**src/rtl/mips_pkg.sv**
```systemverilog
// Shared multiply/divide definitions: one-hot unit op codes, the HI/LO
// controller state encoding and small op-decode helpers.
package mips_pkg;

    // One-hot multiply/divide op codes as presented to the unit
    localparam logic [3:0] MD_DIV_S = 4'b0001;
    localparam logic [3:0] MD_DIV_U = 4'b0010;
    localparam logic [3:0] MD_MUL_S = 4'b0100;
    localparam logic [3:0] MD_MUL_U = 4'b1000;

    // Controller states
    typedef enum logic [1:0] {
        MD_IDLE      = 2'd0,
        MD_MUL_WAIT  = 2'd1,
        MD_DIV_WAIT  = 2'd2,
        MD_DIV_DRAIN = 2'd3
    } md_state_e;

    // True when exactly one op bit is set
    function automatic logic md_is_onehot(input logic [3:0] op);
        return (op != 4'd0) && ((op & (op - 4'd1)) == 4'd0);
    endfunction

    // True for either multiply flavour
    function automatic logic md_is_mul(input logic [3:0] op);
        return op[2] | op[3];
    endfunction

endpackage

```
**src/rtl/hilo_regfile.sv**
```systemverilog
// Architectural HI/LO register pair.
// Ports:
//   clk, reset      clock, synchronous active-high reset (clears HI/LO)
//   hi_we, lo_we    per-register write enables
//   hi_wd, lo_wd    write data
//   rd_hi           read select: 1 = HI, 0 = LO
//   hi, lo          current register values
//   rdata           selected register value
module hilo_regfile #(
    parameter int DATA_W = 32
) (
    input  logic              clk,
    input  logic              reset,
    input  logic              hi_we,
    input  logic              lo_we,
    input  logic [DATA_W-1:0] hi_wd,
    input  logic [DATA_W-1:0] lo_wd,
    input  logic              rd_hi,
    output logic [DATA_W-1:0] hi,
    output logic [DATA_W-1:0] lo,
    output logic [DATA_W-1:0] rdata
);

    always_ff @(posedge clk) begin
        if (reset) begin
            hi <= '0;
            lo <= '0;
        end else begin
            if (hi_we) hi <= hi_wd;
            if (lo_we) lo <= lo_wd;
        end
    end

    assign rdata = rd_hi ? hi : lo;

endmodule

```
**src/rtl/md_hilo_ctrl.sv**
```systemverilog
// Execute-stage controller around the multiply/divide unit. Decodes the
// issuing op, drives the unit request, captures the 64-bit result into
// HI/LO, serves MFHI/MFLO/MTHI/MTLO and stalls execute while a result is
// outstanding.
// Ports:
//   clk, reset            clock, synchronous active-high reset
//   ex_valid              execute-stage instruction valid
//   ex_md_op              one-hot {multu, mult, divu, div}
//   ex_mthi/mtlo/mfhi/mflo  HI/LO move instructions in execute
//   ex_src1, ex_src2      rs / rt operands
//   flush                 execute-stage flush (exception/eret)
//   md_op, md_src1/2      request to the multiply/divide unit
//   md_result, md_en      unit result {HI, LO} and its valid strobe
//   stall                 hold the execute stage
//   mf_data               MFHI/MFLO read data (0 when no MF* active)
//   hi, lo                architectural HI/LO
//   busy                  an op is outstanding
module md_hilo_ctrl
    import mips_pkg::*;
#(
    parameter int MUL_LAT = 1,
    parameter int DATA_W  = 32
) (
    input  logic                clk,
    input  logic                reset,
    input  logic                ex_valid,
    input  logic [3:0]          ex_md_op,
    input  logic                ex_mthi,
    input  logic                ex_mtlo,
    input  logic                ex_mfhi,
    input  logic                ex_mflo,
    input  logic [DATA_W-1:0]   ex_src1,
    input  logic [DATA_W-1:0]   ex_src2,
    input  logic                flush,
    output logic [3:0]          md_op,
    output logic [DATA_W-1:0]   md_src1,
    output logic [DATA_W-1:0]   md_src2,
    input  logic [2*DATA_W-1:0] md_result,
    input  logic                md_en,
    output logic                stall,
    output logic [DATA_W-1:0]   mf_data,
    output logic [DATA_W-1:0]   hi,
    output logic [DATA_W-1:0]   lo,
    output logic                busy
);

    md_state_e         state_q;
    logic [3:0]        op_q;
    logic [DATA_W-1:0] src1_q;
    logic [DATA_W-1:0] src2_q;

    logic legal_op, issue, in_wait, fwd_ok, res_wr, mt_ok, mf_req;
    logic hi_we, lo_we;
    logic [DATA_W-1:0] hi_wd, lo_wd, rf_rdata;

    assign legal_op = ex_valid && md_is_onehot(ex_md_op) && !flush;
    assign issue    = (state_q == MD_IDLE) && legal_op;
    // A live (not flushed) result is expected only in the two wait states
    assign in_wait  = (state_q == MD_MUL_WAIT) || (state_q == MD_DIV_WAIT);
    assign fwd_ok   = in_wait && md_en && !flush;
    assign res_wr   = fwd_ok;
    assign mt_ok    = (state_q == MD_IDLE) && ex_valid && !flush;
    assign mf_req   = ex_valid && (ex_mfhi || ex_mflo);
    assign busy     = (state_q != MD_IDLE);

    // ---------------- FSM and held request ----------------
    always_ff @(posedge clk) begin
        if (reset) begin
            state_q <= MD_IDLE;
            op_q    <= '0;
            src1_q  <= '0;
            src2_q  <= '0;
        end else begin
            case (state_q)
                MD_IDLE: begin
                    if (legal_op) begin
                        op_q    <= ex_md_op;
                        src1_q  <= ex_src1;
                        src2_q  <= ex_src2;
                        state_q <= md_is_mul(ex_md_op) ? MD_MUL_WAIT : MD_DIV_WAIT;
                    end
                end
                MD_MUL_WAIT: begin
                    if (md_en || flush) state_q <= MD_IDLE;
                end
                MD_DIV_WAIT: begin
                    if (md_en)      state_q <= MD_IDLE;
                    else if (flush) state_q <= MD_DIV_DRAIN;
                end
                MD_DIV_DRAIN: begin
                    if (md_en) state_q <= MD_IDLE;
                end
                default: state_q <= MD_IDLE;
            endcase
        end
    end

    // ---------------- unit request ----------------
    // Issue goes out combinationally; the divider then needs the request
    // level-held from the latched copy until it answers.
    always_comb begin
        md_op   = '0;
        md_src1 = src1_q;
        md_src2 = src2_q;
        case (state_q)
            MD_IDLE: begin
                if (issue) begin
                    md_op   = ex_md_op;
                    md_src1 = ex_src1;
                    md_src2 = ex_src2;
                end
            end
            MD_DIV_WAIT, MD_DIV_DRAIN: md_op = md_en ? 4'd0 : op_q;
            default: md_op = '0;
        endcase
    end

    // ---------------- stall ----------------
    // MF* in the result cycle is satisfied by forwarding; anything that
    // would issue or write HI/LO still waits one cycle.
    always_comb begin
        stall = 1'b0;
        if (busy && ex_valid) begin
            if ((ex_md_op != 4'd0) || ex_mthi || ex_mtlo)
                stall = 1'b1;
            else if ((ex_mfhi || ex_mflo) && !fwd_ok)
                stall = 1'b1;
        end
    end

    // ---------------- HI/LO writes ----------------
    // Result writes only happen outside IDLE and MT* writes only in IDLE,
    // so the two sources never collide.
    assign hi_we = res_wr || (mt_ok && ex_mthi);
    assign lo_we = res_wr || (mt_ok && ex_mtlo);
    assign hi_wd = res_wr ? md_result[2*DATA_W-1:DATA_W] : ex_src1;
    assign lo_wd = res_wr ? md_result[DATA_W-1:0]        : ex_src1;

    hilo_regfile #(.DATA_W(DATA_W)) u_hilo (
        .clk   (clk),
        .reset (reset),
        .hi_we (hi_we),
        .lo_we (lo_we),
        .hi_wd (hi_wd),
        .lo_wd (lo_wd),
        .rd_hi (ex_mfhi),
        .hi    (hi),
        .lo    (lo),
        .rdata (rf_rdata)
    );

    // ---------------- MF read data ----------------
    always_comb begin
        mf_data = '0;
        if (mf_req) begin
            if (fwd_ok)
                mf_data = ex_mfhi ? md_result[2*DATA_W-1:DATA_W] : md_result[DATA_W-1:0];
            else
                mf_data = rf_rdata;
        end
    end

`ifndef SYNTHESIS
    // Cycles spent in MUL_WAIT, 1 on the first cycle after issue
    int mul_age;
    always_ff @(posedge clk) begin
        if (reset || state_q != MD_MUL_WAIT) mul_age <= 1;
        else                                mul_age <= mul_age + 1;
    end

    a_md_op_onehot: assert property (@(posedge clk) disable iff (reset)
        (ex_valid && ex_md_op != 4'd0) |-> md_is_onehot(ex_md_op));

    a_md_en_stray: assert property (@(posedge clk) disable iff (reset)
        md_en |-> (state_q != MD_IDLE));

    a_mul_latency: assert property (@(posedge clk) disable iff (reset)
        (state_q == MD_MUL_WAIT && !flush && mul_age >= MUL_LAT) |-> md_en);
`endif

endmodule

```
**config.mk**
```make
export PLATFORM = sky130hd
export DESIGN_NAME = md_hilo_ctrl
export DESIGN_NICKNAME = d
export VERILOG_FILES = /design/src/rtl/mips_pkg.sv /design/src/rtl/hilo_regfile.sv /design/src/rtl/md_hilo_ctrl.sv
export SDC_FILE = /design/constraint.sdc
export NUM_CORES = 1
export LEC_CHECK = 0
export CAP_MARGIN = 30
export CORE_MARGIN = 5
export CORE_UTILIZATION = 41
export CTS_CLUSTER_SIZE = 40
export DETAILED_ROUTE_END_ITERATION = 10
export PLACE_DENSITY = 0.78
export SETUP_SLACK_MARGIN = 0.5
export SLEW_MARGIN = 20
export SYNTH_ARGS = -nofsm -noshare
export SYNTH_HDL_FRONTEND = slang
export SYNTH_HIERARCHICAL = 1
export SYNTH_SLANG_ARGS = --single-unit
```
**constraint.sdc**
```tcl
create_clock -name clk -period 2.4 [get_ports clk]
set_clock_uncertainty 0.05 [all_clocks]
set_input_delay 0.48 -clock clk [delete_from_list [all_inputs] [get_ports clk]]
set_output_delay 0.48 -clock clk [all_outputs]
set_load 0.02 [all_outputs]
```
---- Word-level counts from Yosys, hierarchy flattened ----
Cells that the tools add are included.
storage, ports and cells
  register bits ........................... 134
  input bits .............................. 141
  output and inout bits ................... 166
  word-level logic and storage cells ...... 68
operators by class
  add/sub/neg operators ................... 1
  equal/unequal tests ..................... 7
  multiplexer cells ....................... 23
  bitwise logic cells ..................... 2
  reductions and logical operators ........ 29
operators by type and width
  cell                                              count
  two-way mux 32 bit                                10
  logical AND 1 bit                                 13
  two-way mux 2 bit                                 6
  two-way mux 4 bit                                 2
  case mux 2 bit (4 select lines)                   1
  case mux 4 bit (2 select lines)                   1
  logical OR 1 bit                                  7
  AND 4 bit                                         1
  == test 2 bit, second input constant              2
  zero test 4 bit                                   1
  != test 2 bit, second input constant              2
  AND reduction 4 bit                               1
  nonzero test 4 bit                                1
  subtractor 4 x 1 -> 4 bit, second input constant  1
  two-way mux 1 bit                                 3
  != test 3 bit, second input constant              1
  == test 2 x 1 -> 1 bit, second input constant     1
  zero test 1 bit                                   2
  zero test 2 bit                                   1
  != test 2 x 1 -> 1 bit, second input constant     1
  AND reduction 2 bit                               1
  nonzero test 2 bit                                1
  OR reduction 2 bit                                1
  OR 1 bit                                          1

---- Depth between registers and ports, before layout ----
Gate-level depths: netlist (run 1).
  depth after elaboration ................. 9
  gate-level depth with buffers ........... 11
  depth with buffers taken out ............ 8

---- Hierarchy ----
Netlist (run 1), hierarchy kept.
modules (own cells, without submodules)
  module        instances  cells an instance  area an instance (um^2)  sequential area each (um^2)
  md_hilo_ctrl  1          714                5486.5                   1401.3
  hilo_regfile  1          243                2819.0                   1281.2

---- Worst setup path before layout (run 1) ----
OpenSTA, ideal clock, no wires.
  kind .................................... register to output
  start point ............................. reg state_q[0]
  end point ............................... out mf_data[0]
  data arrival time ....................... 2024 ps
  required time ........................... 1870 ps
  slack ................................... -154 ps
  cell stages (with the launch flop) ...... 9
  path buffers ............................ 2
  cells stage by stage .................... dfxtp_1 -> inv_1 -> ha_1 -> nand2_1 -> nor2_1 -> clkbuf_1 -> clkbuf_1 -> nor2_1 -> a211oi_1
on the way
  word-level cells in the longest chain between the ends .. 6
  elaborated cells between the ends (all ways) .. 7
  those cells by class .................... eq/ne: 2; mux: 2; reduce/logical: 3
RTL lines
  what                                                            line                 source
  from (decl)                                                     md_hilo_ctrl.sv:47   md_state_e state_q;
  from (signal assigned)                                          md_hilo_ctrl.sv:80   state_q <= md_is_mul(ex_md_op) ? MD_MUL_WAIT : MD_DIV_WAIT;
  == test 2 x 1 -> 1 bit / == test 2 bit (equally long branches)  md_hilo_ctrl.sv:59   assign in_wait = (state_q == MD_MUL_WAIT) || (state_q == MD_DIV_WAIT);
  logical OR 1 bit *                                              md_hilo_ctrl.sv:59
  logical AND 1 bit * (2 in a row)                                md_hilo_ctrl.sv:60   assign fwd_ok = in_wait && md_en && !flush;
  two-way mux 32 bit *                                            md_hilo_ctrl.sv:156  if (fwd_ok)
  two-way mux 32 bit *                                            md_hilo_ctrl.sv:155  if (mf_req) begin
  to (decl)                                                       md_hilo_ctrl.sv:41   output logic [DATA_W-1:0] mf_data,
Mark *: on every way between the ends. The rest lies on a longest branch, timed or not.

---- Final worst setup path (run 1) ----
  start point ............................. in ex_md_op[3]
  end point ............................... out md_src1[9]
on the way
  word-level cells in the longest chain between the ends .. 9
  elaborated cells between the ends (all ways) .. 10
  those cells by class .................... add/sub: 1; mux: 2; bitwise: 1; reduce/logical: 6
RTL lines
  what                              line                 source
  from (decl)                       md_hilo_ctrl.sv:27   input logic [3:0] ex_md_op,
  subtractor 4 x 1 -> 4 bit         mips_pkg.sv:21       return (op != 4'd0) && ((op & (op - 4'd1)) == 4'd0);
  AND 4 bit                         mips_pkg.sv:21
  zero test 4 bit                   mips_pkg.sv:21
  logical AND 1 bit *               mips_pkg.sv:21
  logical AND 1 bit * (2 in a row)  md_hilo_ctrl.sv:56   assign legal_op = ex_valid && md_is_onehot(ex_md_op) && !flush;
  logical AND 1 bit *               md_hilo_ctrl.sv:57   assign issue = (state_q == MD_IDLE) && legal_op;
  two-way mux 32 bit *              md_hilo_ctrl.sv:107  if (issue) begin
  two-way mux 32 bit *              md_hilo_ctrl.sv:105  case (state_q)
  to (decl)                         md_hilo_ctrl.sv:36   output logic [DATA_W-1:0] md_src1,
Marked as above.

==> results of run 1 <==
## synthesized netlist by cell type (2+ instances only)
library cell / instances
buf_8: 3
nor3_1: 2
buf_12: 5
buf_2: 6
dfxtp_1: 134
nand2_1: 301
o21ai_0: 4
ha_1: 5
inv_1: 5
buf_6: 14
mux2i_1: 162
mux2_4: 64
a2bb2oi_1: 2
nand2b_1: 2
nor2_1: 106
mux2_2: 32
buf_4: 6
a22o_1: 3
a211oi_1: 33
xor2_1: 2
a21oi_1: 8
clkbuf_1: 42
## area by class of cell
| cell class | instances | share of cell area |
|---|---|---|
| Multi-Input combinational cell | 740 | 0.396 |
| Timing Repair Buffer | 528 | 0.368 |
| Sequential cell | 134 | 0.173 |
| Clock buffer | 21 | 0.0290 |
| Tap cell | 270 | 0.0218 |
| Clock inverter | 11 | 0.0112 |
| Inverter | 6 | 0.00161 |
## cells in the final DEF (no fill, tap or decap), types with 3 or more instances in the layout
cell type	count
clkbuf_1	3
nand2_4	8
clkbuf_16	20
buf_8	10
dfxtp_1	132
buf_4	131
buf_12	28
nand2_8	3
a211oi_4	31
buf_16	17
mux2i_1	155
dlygate4sd2_1	59
mux2i_2	5
clkinvlp_4	3
a22o_1	3
buf_6	134
buf_2	7
a21oi_1	8
inv_1	3
o21ai_0	3
nor2_2	4
dlymetal6s2s_1	7
bufinv_16	4
clkdlybuf4s50_1	132
nor2_1	71
nand2_1	247
nand2_2	43
mux2_2	7
nor2_4	32
mux2_4	89
## per-stage QoR
| step | instances | cell area, um^2 | hold WS [ns] | utilization | power, W |
|---|---|---|---|---|---|
| 6_report | 1710 | 15500 | 0.261 | 0.772 | 0.0113 |
| 5_1_grt | 1710 | 15500 | 0.283 | 0.772 | 0.0118 |
| 4_1_cts | 1668 | 14500 | 0.257 | 0.722 | 0.0107 |
| 3_5_place_dp | 1579 | 13000 | 0.399 | 0.646 | 0.00717 |
| 3_3_place_gp | 1579 | 13000 | 0.391 | 0.646 | 0.00710 |
| 2_1_floorplan | 957 | 9120 | 0.382 | - | 0.00552 |
## cell families (layout without fill, tap and decap cells)
logic type,after synthesis,in the layout,synth area share
fa+ha+maj,5,5,0.00753
xor+xnor,2,2,0.00211
simple gates,419,419,0.197
compound gates,56,56,0.0484
mux,258,258,0.354
buf+inv,83,566,0.0678
flops,134,134,0.323
## timing repair
| action | CTS | global route |
|---|---|---|
| gates cloned | 13 | 3 |
| pin swaps | 14 | 37 |
| setup endpoints to repair | 294 | 187 |
| hold buffers | 0 | 0 |
| buffers inserted | 44 | 39 |
| gates resized for setup | 705 | 191 |
## state kept, by name, summed over array words and instances, names as in the netlist
name       count
u_hilo/lo     32
op_q           4
src1_q        32
u_hilo/hi     32
state_q        2
src2_q        32
## worst max-delay path, cell delays in order
cell,delay (ns)
buf_8,0.10
buf_6,0.12
nor4b_4,0.33
a211oi_2,0.11
nor2_4,0.18
buf_12,0.16
buf_12,0.11
buf_16,0.12
mux2_4,0.31
buf_6,0.13
## final timing paths
check                 end         from  slack (ns)  depth (start not counted)
min               op_q[3]  ex_md_op[3]        0.26                          3
min reg2reg    src2_q[21]   src2_q[21]        0.41                          2
max reg2reg  u_hilo/hi[2]   state_q[0]        0.27                         14
max            md_src1[9]  ex_md_op[3]       -0.30                         10
## metal layers
| layer | GRT usage | up-vias | wire, um |
|---|---|---|---|
| met5 | 0 | - | 0 |
| met4 | 0.111 | 0 | 1420 |
| met3 | 0.0588 | 104 | 2230 |
| met2 | 0.449 | 382 | 16900 |
| met1 | 0.313 | 4225 | 13200 |
| li1 | - | 4126 | - |
## power by group through the flow
stage / clock (W) / sequential (W) / combinational [W]
6_report: 0.00280 / 0.00265 / 0.00588
5_1_grt: 0.00294 / 0.00267 / 0.00618
4_1_cts: 0.00283 / 0.00264 / 0.00518
3_5_place_dp: 0 / 0.00268 / 0.00449
3_3_place_gp: 0 / 0.00268 / 0.00442
2_1_floorplan: 0 / 0.00285 / 0.00267
==> results.sh, run 1 <==
export IMPL_outcome="finished, violations left"
export IMPL_violations="setup timing"
export IMPL_routed_wirelength_mm=33.8
export IMPL_p_leak_nw=6.89
export IMPL_regArea_um2=2690
export IMPL_ys_types=38
export IMPL_cts_tree="done"
export IMPL_die_w_um=152
export IMPL_overflow=0
export IMPL_setup_viol=99
export IMPL_hold_violations=0
export IMPL_p_seq_frac=0.234
export IMPL_synthArstFlopShare=0
export IMPL_power_density_nw_per_um2=730
export IMPL_fin_crit_ns=2.70
export IMPL_drive_gt1_frac=0.420
export IMPL_grt_pass1_wl_mm=48.9
export IMPL_fill_cells=1218
export IMPL_via_per_inst=5.17
export IMPL_syn_area_per_cell_um2=8.68
export IMPL_synth_edf_count=0
export IMPL_preCtsSetupSlack_ns=-1.15
export IMPL_end_kind="primary output"
export IMPL_maxSlewViolCount=0
export IMPL_power_frac_clock=0.247
export IMPL_clk_pin_slew_worst_paths_ns=0.06
export IMPL_synth_seq_cells=134
export IMPL_die_h_um=152
export IMPL_gp_congestion=0.890
export IMPL_yosysWarnings=6
export IMPL_cts_made_buffers=17
export IMPL_synth_area_um2=8310
export IMPL_multi_input_area_um2=6140
export IMPL_insertion_delay_ns=0.40
export IMPL_cts_sinks=134
export IMPL_antenna_diode_count=0
export IMPL_grt_max_degree=71
export IMPL_rsz0062_at_grt="yes"
export IMPL_clockBufferDepth=2
export IMPL_drtIter0Drc=475
export IMPL_layout_setup_ws_ns=-0.303
export IMPL_hpwl_mm=21.9
export IMPL_start_util=0.413
export IMPL_pin_count=307
export IMPL_first_pass_iters=6
export IMPL_fin_crit_sh=1.13
export IMPL_grt_pass1_vias=8850
export IMPL_rows=52
export IMPL_syn_to_final_growth_pct=86.8
export IMPL_synth_area_leaders="dfxtp_1 32%, mux2i_1 20%, nand2_1 14%, mux2_4 12%, nor2_1 4.8%"
export IMPL_tightest_slew_ns=0.754
export IMPL_core_area_um2=20100
export IMPL_maxCapViolCount=0
export IMPL_maxSlewHeadroom=0.497
export IMPL_sw_frac_of_total=0.358
export IMPL_synthFlopType="dfxtp_1"
export IMPL_ys_seq_area_frac=0.323
export IMPL_vdd_ir_drop_max_mv=0.452
export IMPL_max_freq_mhz=370
export IMPL_worstHoldPathType="in2reg"
export IMPL_grt_total_usage=0.261
export IMPL_synth_top_cell_area_share=0.323
export IMPL_grt_antenna_before_repair=0
export IMPL_p_int_w=0.00727
export IMPL_criticalPathCategory="in2out"
export IMPL_drtAntennaViolNets=0
export IMPL_cts_root_buf="clkbuf_16"
export IMPL_startpoint_type="input port"
export IMPL_drc_errors=0
export IMPL_htree_levels=4
export IMPL_fin_setup_tns_ns=-20.27
export IMPL_syn_instance_count=957
export IMPL_syn_nets=1103
export IMPL_comb_power_share=0.519
export IMPL_cp_data_arrival_time_ns=2.17
export IMPL_port_buffers=306
export IMPL_synth_top_area_cell="dfxtp_1"
export IMPL_crit_required_ns=1.87
export IMPL_cp_max_fo=8
export IMPL_design_die_area_um2=23200
export IMPL_netSwitchingPower_w=0.00406
export IMPL_num_vias=8837
export IMPL_nets=1573
export IMPL_post_drt_wl_per_cell_um=19.8
(Power assumes the default switching activity.)
==> inputs of run 2 (changes only) <==
--- a/config.mk
+++ b/config.mk
@@ -5,7 +5,7 @@
 export SDC_FILE = /design/constraint.sdc
 export NUM_CORES = 1
 export LEC_CHECK = 0
-export CAP_MARGIN = 30
+export CAP_MARGIN = 0
 export CORE_MARGIN = 5
 export CORE_UTILIZATION = 41
 export CTS_CLUSTER_SIZE = 40
==> constraint.sdc (replaced) <==
create_clock -name clk -period 2.4 [get_ports clk]
set_clock_uncertainty 0.05 [all_clocks]
set_input_delay 0.72 -clock clk [delete_from_list [all_inputs] [get_ports clk]]
set_output_delay 0.72 -clock clk [all_outputs]
set_load 0.02 [all_outputs]
==> results.sh, run 2 (synthesized netlist as in run 1, its figures left out) <==
export IMPL_outcome="finished, violations left"
export IMPL_violations="setup timing"
export IMPL_hold_end="src2_q[15]"
export IMPL_drc_errors=0
export IMPL_critPathTopFamily="buffers and inverters"
export IMPL_setup_viol=101
export IMPL_hold_depth=2
export IMPL_clockBufferDepth=2
export IMPL_cts_sinks=134
export IMPL_drive_gt1_frac=0.448
export IMPL_layout_commonest_cell="nand2_1"
export IMPL_gp_congestion=0.856
export IMPL_die_w_um=152
export IMPL_reg2reg_setup_slack_ns=0.12
export IMPL_num_vias=9334
export IMPL_cts_tree="done"
export IMPL_hold_start="src2_q[15]"
export IMPL_nets=1617
export IMPL_p_leak_nw=7.52
export IMPL_criticalPathCategory="in2out"
export IMPL_maxSlewHeadroom=0.670
export IMPL_cts_made_buffers=17
export IMPL_hold_violations=0
export IMPL_grt_pass1_vias=9524
export IMPL_worstHoldPathType="reg2reg"
export IMPL_cp_max_fo=8
export IMPL_netSwitchingPower_w=0.00432
export IMPL_fin_crit_ns=3.22
export IMPL_fill_cells=1089
export IMPL_tightest_slew_ns=0.495
export IMPL_cp_num_buf_inv=7
export IMPL_syn_to_final_growth_pct=95.3
export IMPL_htree_levels=4
export IMPL_first_pass_iters=5
export IMPL_pin_count=307
export IMPL_clk_pin_slew_worst_paths_ns=0.06
export IMPL_post_drt_wl_per_cell_um=22.0
export IMPL_drtAntennaViolNets=0
export IMPL_cp_data_arrival_time_ns=2.45
export IMPL_grt_max_degree=45
export IMPL_crit_required_ns=1.63
export IMPL_max_stage_delay_ns=0.31
export IMPL_total_power_w=0.0121
export IMPL_crit_path_frequent_cell="buf_6"
export IMPL_final_cell_mix="265 x nand2_1, 151 x mux2i_1, 147 x buf_4"
export IMPL_r2r_cells=16
export IMPL_core_area_um2=20100
export IMPL_multi_input_area_um2=6040
export IMPL_max_freq_mhz=310
export IMPL_cts_root_buf="clkbuf_16"
export IMPL_ctsHoldBuffers=0
export IMPL_rr_startpoint="state_q[0]"
export IMPL_grt_antenna_before_repair=4
export IMPL_design_die_area_um2=23200
export IMPL_maxSlewViolCount=0
export IMPL_p_seq_frac=0.221
export IMPL_regArea_um2=2690
export IMPL_power_density_nw_per_um2=744
export IMPL_overflow=0
export IMPL_drtIter0Drc=654
export IMPL_rsz0062_at_grt="yes"
export IMPL_critPathSlowestCell="nor4b_4"
export IMPL_rows=52
export IMPL_startpoint_type="input port"
export IMPL_start_util=0.413
export IMPL_via_per_inst=5.32
export IMPL_sw_frac_of_total=0.358
export IMPL_insertion_delay_ns=0.42
export IMPL_hpwl_mm=22.2
export IMPL_fin_setup_tns_ns=-63.47
export IMPL_cp_cell_sequence="buf_8, buf_6, nor4b_4, a211oi_2, nor2_4, buf_12, buf_6, buf_12, buf_16, mux2_4, buf_6"
export IMPL_layout_setup_ws_ns=-0.823
export IMPL_port_buffers=306
export IMPL_vdd_ir_drop_max_mv=0.590
export IMPL_routed_wirelength_mm=38.7
export IMPL_fin_crit_sh=1.34
export IMPL_power_frac_clock=0.252
export IMPL_end_kind="primary output"
export IMPL_maxCapViolCount=0
export IMPL_p_int_w=0.00775
export IMPL_grt_total_usage=0.283
export IMPL_comb_power_share=0.527
export IMPL_cp_startpoint="ex_md_op[3]"
export IMPL_reg2reg_to="u_hilo/lo[5]"
export IMPL_die_h_um=152
export IMPL_grt_pass1_wl_mm=52.7
==> run 2: cell types whose count changed in the layout (fill, tap and decap cells not counted), sizes merged <==
cell / previous run / this run
buf: 327 / 371
bufinv: 4 / 6
clkdlybuf4s15: 0 / 23
clkdlybuf4s50: 132 / 129
clkinvlp: 3 / 1
diode: 0 / 3
dlygate4sd2: 59 / 3
dlymetal6s2s: 7 / 39
inv: 7 / 10
==> run 2: how the worst max path moves through the flow <==
stage,endpoint,depth (start not counted)
final,md_src1[13],11
after CTS,md_src1[14],11
after detailed placement,md_src2[18],7
after global routing,md_src1[17],11
after global placement,md_src2[27],7
after floorplan,md_src1[0],7
==> run 2: layout make-up <==
| class | instances | area share |
|---|---|---|
| Timing Repair Buffer | 572 | 0.398 |
| Sequential cell | 134 | 0.166 |
| Multi-Input combinational cell | 740 | 0.372 |
| Clock buffer | 17 | 0.0262 |
| Antenna cell | 3 | 0.000463 |
| Inverter | 6 | 0.00170 |
| Clock inverter | 14 | 0.0151 |
| Tap cell | 270 | 0.0208 |
==> run 2: worst register-to-register path: cells and delay by family (launching register included) <==
family / cells / cell delay, ns
flip-flops: 1 / 0.34
AND/OR/NAND/NOR: 5 / 0.33
multiplexers: 1 / 0.16
adder cells (fa/ha/maj): 1 / 0.25
buffers and inverters: 9 / 1.03
==> run 2: per-layer routing <==
layer	share of wire	vias up	GRT usage
li1	-	4213	-
met1	0.38	4519	0.328
met2	0.51	486	0.507
met3	0.061	114	0.0548
met4	0.046	2	0.122
met5	0.00052	-	0
==> run 2: metrics by stage <==
| step | cell area (um^2) | setup WS (ns) | utilization | std cells | hold WS [ns] |
|---|---|---|---|---|---|
| 2_1_floorplan | 9140 | -0.446 | - | 957 | 0.382 |
| 3_3_place_gp | 13200 | -1.51 | 0.657 | 1614 | 0.392 |
| 3_5_place_dp | 13200 | -1.57 | 0.657 | 1614 | 0.402 |
| 4_1_cts | 15400 | -0.776 | 0.764 | 1718 | 0.411 |
| 5_1_grt | 16200 | -0.853 | 0.807 | 1756 | 0.423 |
| 6_report | 16200 | -0.823 | 0.807 | 1756 | 0.408 |
==> run 2: repair_timing <==
item	CTS	global route
endpoints found under the setup margin	300	270
pin swaps	38	28
buffers inserted	54	29
cloned	19	6
gates resized for setup	784	154
==> run 2: power groups by stage <==
stage | clock network, W | logic [W] | registers (W)
2_1_floorplan | 0 | 0.00267 | 0.00285
4_1_cts | 0.00303 | 0.00565 | 0.00264
3_5_place_dp | 0 | 0.00451 | 0.00268
6_report | 0.00304 | 0.00636 | 0.00267
5_1_grt | 0.00314 | 0.00660 | 0.00269
3_3_place_gp | 0 | 0.00443 | 0.00268
